--- src/rtl/channel_selector.sv ---
// channel_selector: picks one of CHANNELS valid/ready input channels and moves
// its words into a single registered output slot.
//   mode = 0 : manual, channel chosen by sel (illegal sel sets sticky err)
//   mode = 1 : round-robin scan, each grant lasts up to DWELL beats
// Ports:
//   clk, rst_n        clock, asynchronous active-low reset
//   d                 channel data, channel k at [k*WIDTH +: WIDTH]
//   valid_in/ready_in per-channel handshake (ready_in is combinational)
//   sel, mode         manual index, mode select
//   q, q_valid, q_ch  registered output word, its valid flag and source channel
//   q_ready           downstream accepts q this cycle
//   err               sticky illegal-sel flag
module channel_selector #(
  parameter int unsigned WIDTH    = 8,
  parameter int unsigned CHANNELS = 4,
  parameter int unsigned SEL_W    = 2,
  parameter int unsigned DWELL    = 4
) (
  input  logic                      clk,
  input  logic                      rst_n,
  input  logic [WIDTH*CHANNELS-1:0] d,
  input  logic [CHANNELS-1:0]       valid_in,
  output logic [CHANNELS-1:0]       ready_in,
  input  logic [SEL_W-1:0]          sel,
  input  logic                      mode,
  output logic [WIDTH-1:0]          q,
  output logic                      q_valid,
  input  logic                      q_ready,
  output logic [SEL_W-1:0]          q_ch,
  output logic                      err
);

  localparam logic [SEL_W:0]   ChanLim   = (SEL_W + 1)'(CHANNELS);
  localparam logic [SEL_W-1:0] LastCh    = SEL_W'(CHANNELS - 1);
  localparam logic [7:0]       DwellLast = 8'(DWELL - 1);

  typedef enum logic [0:0] {StScan, StGrant} state_e;

  state_e            state_q, state_d;
  logic [SEL_W-1:0]  ptr_q, ptr_d;
  logic [7:0]        cnt_q, cnt_d;
  logic [WIDTH-1:0]  data_q;
  logic              valid_q;
  logic [SEL_W-1:0]  ch_q;
  logic              err_q;

  logic [SEL_W-1:0]  cur;
  logic [SEL_W-1:0]  ptr_inc;
  logic              sel_legal;
  logic              cur_open;
  logic              cur_valid;
  logic [WIDTH-1:0]  cur_data;
  logic              slot_free;
  logic              xfer;

  assign sel_legal = {1'b0, sel} < ChanLim;
  assign cur       = mode ? ptr_q : sel;
  // Round-robin only offers ready while granted; manual only for a legal index.
  assign cur_open  = mode ? (state_q == StGrant) : sel_legal;
  assign slot_free = !valid_q || q_ready;
  assign ptr_inc   = (ptr_q == LastCh) ? '0 : ptr_q + 1'b1;

  always_comb begin
    ready_in  = '0;
    cur_valid = 1'b0;
    cur_data  = '0;
    for (int k = 0; k < CHANNELS; k++) begin
      if (cur == SEL_W'(k)) begin
        ready_in[k] = rst_n && cur_open && slot_free;
        cur_valid   = valid_in[k];
        cur_data    = d[k*WIDTH +: WIDTH];
      end
    end
  end

  assign xfer = cur_valid && cur_open && slot_free;

  always_comb begin
    state_d = state_q;
    ptr_d   = ptr_q;
    cnt_d   = cnt_q;
    if (!mode) begin
      // Manual mode parks the scanner; pointer keeps its place.
      state_d = StScan;
      cnt_d   = '0;
    end else begin
      unique case (state_q)
        StScan: begin
          if (cur_valid) begin
            state_d = StGrant;
            cnt_d   = '0;
          end else begin
            ptr_d = ptr_inc;
          end
        end
        StGrant: begin
          if (!cur_valid) begin
            state_d = StScan;
            ptr_d   = ptr_inc;
            cnt_d   = '0;
          end else if (xfer) begin
            if (cnt_q == DwellLast) begin
              state_d = StScan;
              ptr_d   = ptr_inc;
              cnt_d   = '0;
            end else begin
              cnt_d = cnt_q + 8'd1;
            end
          end
          // Valid but stalled by backpressure: dwell is not consumed.
        end
        default: state_d = StScan;
      endcase
    end
  end

  always_ff @(posedge clk or negedge rst_n) begin
    if (!rst_n) begin
      state_q <= StScan;
      ptr_q   <= '0;
      cnt_q   <= '0;
      data_q  <= '0;
      valid_q <= 1'b0;
      ch_q    <= '0;
      err_q   <= 1'b0;
    end else begin
      state_q <= state_d;
      ptr_q   <= ptr_d;
      cnt_q   <= cnt_d;
      if (xfer) begin
        data_q  <= cur_data;
        ch_q    <= cur;
        valid_q <= 1'b1;
      end else if (q_ready) begin
        valid_q <= 1'b0;
      end
      if (!mode && !sel_legal) begin
        err_q <= 1'b1;
      end
    end
  end

  assign q       = data_q;
  assign q_valid = valid_q;
  assign q_ch    = ch_q;
  assign err     = err_q;

endmodule

--- config.mk ---
export PLATFORM = sky130hd
export DESIGN_NAME = channel_selector
export DESIGN_NICKNAME = d
export VERILOG_FILES = /design/src/rtl/channel_selector.sv
export SDC_FILE = /design/constraint.sdc
export NUM_CORES = 1
export LEC_CHECK = 0
export CAP_MARGIN = 20
export CORE_MARGIN = 2
export CORE_UTILIZATION = 40
export CTS_CLUSTER_DIAMETER = 150
export DETAILED_ROUTE_END_ITERATION = 10
export DONT_BUFFER_PORTS = 1
export GPL_ROUTABILITY_DRIVEN = 0
export GPL_TIMING_DRIVEN = 0
export PLACE_DENSITY = 0.6
export SLEW_MARGIN = 20
export SYNTH_ARGS = -nofsm -noshare
export SYNTH_HDL_FRONTEND = slang
export SYNTH_SLANG_ARGS = --single-unit
--- constraint.sdc ---
create_clock -name clk -period 2.25 [get_ports clk]
set_input_delay 0.675 -clock clk [delete_from_list [all_inputs] [get_ports clk]]
set_output_delay 0.675 -clock clk [all_outputs]
set_load 0.01 [all_outputs]
==> impl_results.md, run 1 <==
* Grt ovf at 0
* Ys Warns at 0
* # hold bufs at CTS at 0
* Max clock buf depth at 2
* Synthesis-stage register bit count at 22
* CP top delay family: simple AND/OR/NAND/NOR gates
* Final wirelength at 3046 um
* Die Span Y at 64.63 um
* Overall power at 1.572 mW
* Wire length per cell at 15.70 um
* Most frequent cell after synthesis: mux2i_1
* Die ar. at 4176 um^2
* Fraction of layout cells with a size suffix above 1 at 0.2534
* Clk pin slew, worst setup/hold paths at 0.08 ns
* Htree depth at 1
* Top FF cell, synth: dfrtp_1
* Post-DP HPWL at 2343 um
* Fin. Hold Viols at 0
* Syn Nets at 185
* Worst-path fanout max at 10
* Most used cell, CP: buf_6
* Post-synth top cells: mux2i_1 (26), dfrtp_1 (22), mux2_2 (11), nor2_1 (9), inv_1 (8)
* Final core utilization at 0.4643
* Fin crit period at 2.175 ns
* P_leak at 0.7158 nW
* Via density at 5.582
* RR Endpoint: ptr_q[1]$_DFFE_PN0P_
* Clk root buf: clkbuf_8
* GRT Total Usage at 0.1580
* Outcome: finished clean
* Hold crit path type: input port to async pin
* FF-to-FF Start: ptr_q[0]$_DFFE_PN0P_
* Final slew viol count at 0
* PortBufs at 0
* Final Instance Count excl. Fillers at 194
* Crit start category: input port
* Final Cycle Share at 0.9667
* Starting DRC count in detailed routing at 18
* CP peak stage delay at 0.21 ns
* First-pass GRT wire length at 5106 um
* Max stage delay cell, worst path: nor3_4
* Setup TNS Final at 0 ns
* CORE AREA at 3606 um^2
* Setup CP Type: input port to primary output
* Max IR drop VDD at 0.0003773 V
* Vias in the first global route at 1100
* RSZ-0062 raised after global routing: no
* Avg Inst Size Synth at 10.43 um^2
* Ant diodes at 0
* CTS buffer count at 3
* Crit path capture type: primary output
* Critical Path, Cell by Cell: buf_6 > nand2_1 > nand2_4 > buf_6 > nor3_4
* Pwr per Cell Area at 938.9 nW/um^2
* CP Buf/Inv Count at 2
* Rows at 22
* Crit path DAT at 1.50 ns
* Top-area cell type share of the netlist area at 0.3745
* R2R setup slack at 0.21 ns
* Yosys cell types at 32
* Required @ worst endpoint at 1.57 ns
* Largest area contributor in the netlist: dfrtp_1
* Clock latency at the later pin of the worst-skew pair at 0.26 ns
* TritonCTS clock tree: yes
* Via count at 1083
* Dpl cells at 189
* Die width at 64.63 um
* Post-route ant nets at 0
* Fin nets at 191
* Synth async-reset ratio at 1.000
* TritonRoute pass-1 iters at 4
* Initial Util at 0.4077
* Fmax at 459.7 MHz
* Top area cells in the synthesized netlist: dfrtp_1 (37%), mux2i_1 (18%), mux2_2 (8.4%), o221ai_1 (2.4%), nor2_1 (2.3%)
* Clk_skew at 0.001559 ns
* Pin count of the biggest net entering global routing at 24
* Path depth of the worst reg2reg path at 6
* Clock sinks at 22
* Synth-to-layout area growth at 13.87%
* I/O Pins at 58
* Initial antenna violation count at 0
* # DRC at 0
* Syn Std Cell Area at 1470 um^2
* Register area share after synthesis at 0.3745
* Worst hold margin at 0.09771 ns
* Post-synth EDFFs at 0
* Finish-stage setup viols at 0
* Cell count after synthesis at 141
* MaxCap Viol Count at 0
## worst register-to-register path, stage by stage, from the launching register on
cell	delay [ns]
dfrtp_1	0.46
or4b_1	0.57
o211ai_2	0.12
o211ai_4	0.13
buf_6	0.17
a21oi_4	0.16
mux2_1	0.33
## repair_timing
action                                  in CTS  in global routing
pin swaps                                    2                  2
gates resized for setup                     16                  2
endpoints found under the setup margin       8                  3
setup buffers                                1                  0
gates cloned                                 0                  0
## layer usage
| layer | up-vias | wire [um] | global-route usage |
|---|---|---|---|
| li1 | 521 | - | - |
| met1 | 522 | 1257 | 0.1923 |
| met2 | 35 | 1577 | 0.2747 |
| met3 | 5 | 155 | 0.02951 |
| met4 | 0 | 55 | 0.06383 |
| met5 | - | 0 | 0 |
## final cells by class
class                           count  area [um^2]
Clock buffer                        4        55.05
Multi-Input combinational cell    106        922.1
Timing Repair Buffer                1        7.507
Inverter                            8        30.03
Tap cell                           48        60.06
Fill cell                         360         1932
Buffer                              5        48.80
Sequential cell                    22        550.5
## where the power goes
part	internal [mW]	leakage, nW	switching (mW)	total, mW
registers	0.522	0.278	0.148	0.670
logic	0.313	0.409	0.307	0.620
clock network	0.156	0.0288	0.126	0.282
## worst max path at each step
stage / from / to / slack [ns] / cells after the start
6_report: mode / ready_in[0] / 0.07 / 5
3_3_place_gp: mode / ready_in[0] / -0.22 / 5
4_1_cts: mode / ready_in[0] / 0.02 / 5
5_1_grt: mode / ready_in[0] / 0.009 / 5
2_1_floorplan: mode / ready_in[0] / -0.07 / 5
3_5_place_dp: mode / ready_in[0] / -0.25 / 5
## logic make-up (layout without fill, tap and decap cells)
group                    after synthesis  in the layout  share of synthesized area
AND/OR/NAND/NOR                       49             49                     0.1787
multiplexers                          40             40                     0.2919
flip-flops                            22             22                     0.3745
AO/OA/AOI/OAI                         13             13                    0.08170
buffers and inverters                 13             18                    0.04766
adder cells (fa/ha/maj)                2              2                    0.01702
other                                  1              1                   0.002551
XOR/XNOR                               1              1                   0.005959
## flip-flops by register name (all words and copies together) (netlist names)
name,cells
state_q,1
cnt_q,8
q_valid,1
q,8
ptr_q,2
q_ch,2
## metrics by stage
step	setup WS, ns	area [um^2]
3_5_place_dp	-0.2536	1530
2_1_floorplan	-0.06751	1470
5_1_grt	0.008893	1674
3_3_place_gp	-0.2157	1530
6_report	0.07487	1674
4_1_cts	0.02129	1664
## cells in the final DEF, fill, tap and decap left out, types with 3 or more instances in the layout
| cell type | n |
|---|---|
| nor2_1 | 8 |
| and3_1 | 3 |
| inv_1 | 7 |
| nand4_1 | 4 |
| buf_6 | 3 |
| nor2b_1 | 4 |
| dfrtp_1 | 22 |
| clkbuf_8 | 4 |
| o221ai_1 | 4 |
| nand2b_1 | 3 |
| nand2_1 | 6 |
| mux2_2 | 11 |
| mux2i_1 | 26 |
| nor3_4 | 4 |
| nand3_1 | 6 |
| o21ai_0 | 3 |
Power figures use the tool's default switching activity.
==> run 2, diff against run 1 <==
--- a/config.mk
+++ b/config.mk
@@ -6,7 +6,6 @@
 export NUM_CORES = 1
 export LEC_CHECK = 0
 export CAP_MARGIN = 20
-export CORE_MARGIN = 2
 export CORE_UTILIZATION = 40
 export CTS_CLUSTER_DIAMETER = 150
 export DETAILED_ROUTE_END_ITERATION = 10
==> run 2 against run 1 <==
Net effect: die area down 6.1%; clock power up 11%; sequential power up 1%; non-clock buffer count unchanged; critical path depth down 1; routed wire length up 4.1%; sequential cell count unchanged; global-route usage up 1.4 points; critical endpoint is now ready_in[3].
==> impl_results.md, run 2 (synthesis results as in run 1) <==
* TritonCTS clock tree: yes
* Critical Path, Cell by Cell: nor2b_1 > nor2_2 > nand2_2 > nor3_2
* Via density at 5.870 (+5.1%)
* Most common cell after layout, fill and taps aside: mux2i_1
* Clk pin slew, worst setup/hold paths at 0.13 ns (+0.05 ns)
* Wire length per cell at 16.51 um (+5.2%)
* Vias in the first global route at 1177 (+7.0%)
* MaxCap Viol Count at 0 (unchanged)
* Final Instance Count excl. Fillers at 192 (-1.0%)
* Max clock buf depth at 2 (unchanged)
* Ant diodes at 0 (unchanged)
* Post-DP HPWL at 2419 um (+3.3%)
* Fin nets at 191 (unchanged)
* Pin count of the biggest net entering global routing at 24 (unchanged)
* Sw Share at 0.3695 (about the same)
* Storage cell area at 553.0 um^2 (+0.45%)
* Final wirelength at 3170 um (+4.1%)
* Post-route ant nets at 0 (unchanged)
* Multi-input logic area at 919.6 um^2 (-0.27%)
* Fin crit period at 2.188 ns (+0.01258 ns)
* Crit start category: register
* Max IR drop VDD at 0.0004454 V (+18%)
* Placed cell area at 1528 um^2 (-0.16%)
* Clk_skew at 0.001162 ns (-0.0003976 ns)
* M1 wire length at 1258 um (about the same)
* Required @ worst endpoint at 1.57 ns (about the same)
* Worst setup startpoint: q_valid$_DFFE_PN0P_
* Top Layer Used: met4
* Die width at 62.63 um (-3.1%)
* Die ar. at 3922 um^2 (-6.1%)
* Max stage delay cell, worst path: dfrtp_2
* Seq pwr share at 0.416 (-0.010)
* Synth-to-layout area growth at 13.79% (about the same)
* CP peak stage delay at 0.46 ns (+0.25 ns)
* Most frequent cells in the layout: mux2i_1 (26), dfrtp_1 (20), mux2_2 (11)
* Dpl cells at 187 (-1.1%)
* GRT Total Usage at 0.1717 (+0.01378)
* TritonRoute pass-1 iters at 4 (unchanged)
* Filler Cells Inserted at 321 (-11%)
* Combinational share of power at 0.391 (-0.003)
* Clock sinks at 22 (unchanged)
* Outcome: finished clean
* Final Cycle Share at 0.9723 (+0.005591)
* Die Span Y at 62.63 um (-3.1%)
* Setup CP Type: register to primary output
* Clk root buf: clkbuf_4
* Switching power at 0.6006 mW (+3.4%)
* I/O Pins at 58 (unchanged)
* Fmax at 457.1 MHz (-0.58%)
* DR WL met2 at 1720 um (+9.1%)
* Fraction of layout cells with a size suffix above 1 at 0.2740 (+0.02055)
* Crit path capture type: primary output
* Clock power frac at 0.193 (+0.014)
* Final instance area at 1673 um^2 (about the same)
* Fin. Hold Viols at 0 (unchanged)
* Via count at 1127 (+4.1%)
* PortBufs at 0 (unchanged)
* FF-to-FF Start: ptr_q[1]$_DFFE_PN0P_
* Initial Util at 0.4304 (+0.02270)
* Worst-path fanout max at 4 (-6)
* RSZ-0062 raised after global routing: no
* Grt ovf at 0 (unchanged)
* Rows at 21 (-4.5%)
* CORE AREA at 3416 um^2 (-5.3%)
* CTS buffer count at 3 (unchanged)
* # DRC at 0 (unchanged)
* Final slew viol count at 0 (unchanged)
* Overall power at 1.626 mW (+3.4%)
* Initial antenna violation count at 0 (unchanged)
* Clock latency at the later pin of the worst-skew pair at 0.32 ns (+0.06 ns)
* Finish-stage setup viols at 0 (unchanged)
* Pwr per Cell Area at 971.7 nW/um^2 (+3.5%)
* Starting DRC count in detailed routing at 37 (+19)
* Pint at 1.025 mW (+3.4%)
* First-pass GRT wire length at 5368 um (+5.1%)
* P_leak at 0.6971 nW (-2.6%)
* Hold crit path type: input port to async pin
* Htree depth at 1 (unchanged)
* Crit path DAT at 1.51 ns (about the same)
* Met3 WL at 156 um (+0.65%)
==> run 2: cell count changes in the layout (fill, tap and decap cells not counted), sizes merged <==
cell / delta
clkbuf: -2
buf: +1
bufinv: +1
inv: -1
clkinvlp: +1
==> run 2: final timing paths <==
kind	endpoint	slack (ns)	cells after the start
worst max-delay path	ready_in[3]	0.06	4
worst min-delay path	cnt_q[4]$_DFFE_PN0P_	0.02	0
worst max register to register	ptr_q[0]$_DFFE_PN0P_	0.17	7
worst min register to register	cnt_q[0]$_DFFE_PN0P_	0.53	1
max in group asynchronous	ptr_q[0]$_DFFE_PN0P_	2.14	0
min in group clk	cnt_q[0]$_DFFE_PN0P_	0.53	1
==> run 2: what timing repair did <==
| action | in CTS | in global routing |
|---|---|---|
| pin swaps | 1 | 1 |
| hold buffers | 0 | 0 |
| resized for setup | 14 | 6 |
| setup buffers | 0 | 1 |
| endpoints found under the setup margin | 10 | 6 |
| gates cloned | 0 | 0 |
==> run 2: area by class of cell <==
| class | count | area share |
|---|---|---|
| tap | 46 | 0.03441 |
| clock inverter | 1 | 0.01795 |
| timing repair buffer | 1 | 0.004488 |
| buffer | 5 | 0.02917 |
| clock buffer | 3 | 0.01346 |
| multi-input combinational | 106 | 0.5497 |
| sequential | 22 | 0.3306 |
| inverter | 8 | 0.02019 |
==> run 2: critical path, delay by kind of cell (launching register included) <==
kind | cells | cell delay, ns
AND/OR/NAND/NOR | 4 | 0.74
flip-flops | 1 | 0.46
==> run 2: through the flow <==
stage	worst slack (ns)	hold WS, ns	setup TNS, ns	util
floorplan	-0.06751	0.3794	-0.1350	-
global placement	-0.2114	0.3802	-0.7600	0.4473
detailed placement	-0.2465	0.3802	-1.296	0.4473
CTS	0.01064	0.02091	0	0.4802
global route	0.0004179	0.006762	0	0.4897
finish	0.06229	0.02390	0	0.4897
==> run 2: metal layers <==
layer  up-vias  global-route usage
li1        521                   -
met1       572              0.1947
met2        30              0.3193
met3         4             0.03467
met4         0             0.05233
met5         -                   0
==> run 2: power groups by stage <==
| stage | sequential, mW | clock [mW] | combinational (mW) |
|---|---|---|---|
| final | 0.677 | 0.313 | 0.635 |
| after global routing | 0.692 | 0.330 | 0.693 |
| after CTS | 0.678 | 0.315 | 0.613 |
| after detailed placement | 0.687 | 0 | 0.566 |
| after global placement | 0.679 | 0 | 0.540 |
| after floorplan | 0.649 | 0 | 0.483 |
==> run 3, diff against run 2 <==
--- a/config.mk
+++ b/config.mk
@@ -13,6 +13,7 @@
 export GPL_ROUTABILITY_DRIVEN = 0
 export GPL_TIMING_DRIVEN = 0
 export PLACE_DENSITY = 0.6
+export SKIP_LAST_GASP = 1
 export SLEW_MARGIN = 20
 export SYNTH_ARGS = -nofsm -noshare
 export SYNTH_HDL_FRONTEND = slang
==> run 3 against run 2 <==
Net effect: non-clock buffer count unchanged; global-route usage unchanged; critical path depth unchanged; sequential share of layout area up 0.12 points; cell area down 0.37%; die area unchanged; setup slack worse by 0.0037 ns; sequential power about the same; largest cell class unchanged.
==> impl_results.md, run 3 (synthesis results as in run 1) <==
* Worst-path fanout max at 4 (unchanged)
* Pint at 1.024 mW (about the same)
* Post-DP HPWL at 2419 um (unchanged)
* PortBufs at 0 (unchanged)
* Sw Share at 0.3687 (-0.0007410)
* Filler Cells Inserted at 323 (+0.62%)
* Final slew viol count at 0 (unchanged)
* Grt ovf at 0 (unchanged)
* Most frequent cells in the layout: mux2i_1 (26), dfrtp_1 (20), mux2_2 (11)
* First-pass GRT wire length at 5368 um (unchanged)
* Initial antenna violation count at 0 (unchanged)
* Worst hold margin at 0.02095 ns (-0.002950 ns)
* Pre-CTS setup slack at -0.2465 ns (unchanged)
* Hold crit path type: input port to async pin
* Clock power frac at 0.194 (about the same)
* MaxCap Viol Count at 0 (unchanged)
* Crit path capture type: primary output
* Clock latency at the later pin of the worst-skew pair at 0.32 ns (about the same)
* CORE AREA at 3416 um^2 (unchanged)
* RSZ-0062 raised after global routing: yes
* I/O Pins at 58 (unchanged)
* Setup CP Type: register to primary output
* Rows at 21 (unchanged)
* Finish-stage setup viols at 0 (unchanged)
* Via density at 5.875 (about the same)
* Fmax at 456.3 MHz (-0.17%)
* Combinational share of power at 0.389 (-0.002)
* Max IR drop VDD at 0.0004453 V (about the same)
* Synth-to-layout area growth at 13.36%
* Via count at 1128 (+0.089%)
* Die Span Y at 62.63 um (unchanged)
* Crit path DAT at 1.52 ns (about the same)
* Fraction of layout cells with a size suffix above 1 at 0.2740 (unchanged)
* Required @ worst endpoint at 1.57 ns (about the same)
* Final instance area at 1667 um^2 (-0.37%)
* Pin count of the biggest net entering global routing at 24 (unchanged)
* Outcome: finished clean
* Max clock buf depth at 2 (unchanged)
* # hold bufs at CTS at 0 (unchanged)
* Clk pin slew, worst setup/hold paths at 0.13 ns (about the same)
* Placed cell area at 1528 um^2 (unchanged)
* P_leak at 0.6940 nW (-0.45%)
* Die ar. at 3922 um^2 (unchanged)
* Overall power at 1.622 mW (-0.21%)
* Switching power at 0.5981 mW (-0.41%)
* Fin crit period at 2.191 ns (+0.003720 ns)
* Final wirelength at 3199 um (+0.91%)
* # DRC at 0 (unchanged)
* Fin nets at 191 (unchanged)
* GRT Total Usage at 0.1717 (unchanged)
* Storage cell area at 553.0 um^2 (unchanged)
* Clock sinks at 22 (unchanged)
* Fin. Hold Viols at 0 (unchanged)
* Die width at 62.63 um (unchanged)
* Ant diodes at 0 (unchanged)
* Clk_skew at 0.003151 ns (+0.001989 ns)
* CTS buffer count at 3 (unchanged)
* TritonRoute pass-1 iters at 4 (unchanged)
* Pwr per Cell Area at 973.3 nW/um^2 (+0.16%)
* Wire length per cell at 16.66 um (+0.91%)
* Vias in the first global route at 1177 (unchanged)
* Clk root buf: clkbuf_4
* Seq pwr share at 0.417 (about the same)
* Final Cycle Share at 0.9740 (+0.001653)
* TritonCTS clock tree: yes
* Crit start category: register
* Final core utilization at 0.4879 (-0.001832)
* Initial Util at 0.4304 (unchanged)
* Setup ws final at 0.05857 ns (-0.003720 ns)
* Htree depth at 1 (unchanged)
* Multi-input logic area at 913.4 um^2 (-0.68%)
* Most common cell after layout, fill and taps aside: mux2i_1
* Post-route ant nets at 0 (unchanged)
* Starting DRC count in detailed routing at 33 (-11%)
## run 3: cell counts in the layout (fill, tap and decap cells not counted)
No cell type changed its count.
## run 3: through the flow
stage,TNS [ns],std cells
2_1_floorplan,-0.1350,141
3_3_place_gp,-0.7600,187
3_5_place_dp,-1.296,187
4_1_cts,-0.01051,191
5_1_grt,-0.01326,192
6_report,0,192
## run 3: cell type report
class	count	area share
multi-input cells	106	0.5480
inverters	8	0.02027
clock inverters	1	0.01802
repair buffers	1	0.004505
flip-flops and latches	22	0.3318
well taps	46	0.03453
plain buffers	5	0.02928
clock buffers	3	0.01351
## run 3: timing repair
item,CTS,global route
setup endpoints to repair,10,6
pin swaps,1,1
buffers inserted,0,1
gates resized for setup,13,6
endpoints found under the hold margin,0,0
## run 3: metal layers
metal,global-route usage,share of wire
met5,0,0
met3,0.03467,0.054
met1,0.1947,0.39
met2,0.3193,0.54
met4,0.05233,0.011
## run 3: path summary, 6_finish.rpt
path                                      start              endpoint  slack (ns)  depth (start not counted)
max                         q_valid$_DFFE_PN0P_           ready_in[2]        0.06                          4
min                                       rst_n  cnt_q[4]$_DFFE_PN0P_        0.02                          0
max reg2reg                ptr_q[1]$_DFFE_PN0P_  ptr_q[0]$_DFFE_PN0P_        0.17                          7
min reg2reg                cnt_q[0]$_DFFE_PN0P_  cnt_q[0]$_DFFE_PN0P_        0.52                          1
max in group asynchronous                 rst_n  ptr_q[0]$_DFFE_PN0P_        2.14                          0
min in group clk           cnt_q[0]$_DFFE_PN0P_  cnt_q[0]$_DFFE_PN0P_        0.52                          1
## run 3: critical path, cell delays in order, from the launching register on
cell and delay (ns):
dfrtp_2 0.47, nor2b_1 0.19, nor2_2 0.18, nand2_2 0.14
nor3_2 0.22
## run 3: power by group through the flow
stage,clock [mW],combinational [mW],sequential [mW]
6_report,0.315,0.630,0.677
5_1_grt,0.330,0.688,0.692
4_1_cts,0.315,0.607,0.678
3_5_place_dp,0,0.566,0.687
3_3_place_gp,0,0.540,0.679
2_1_floorplan,0,0.483,0.649
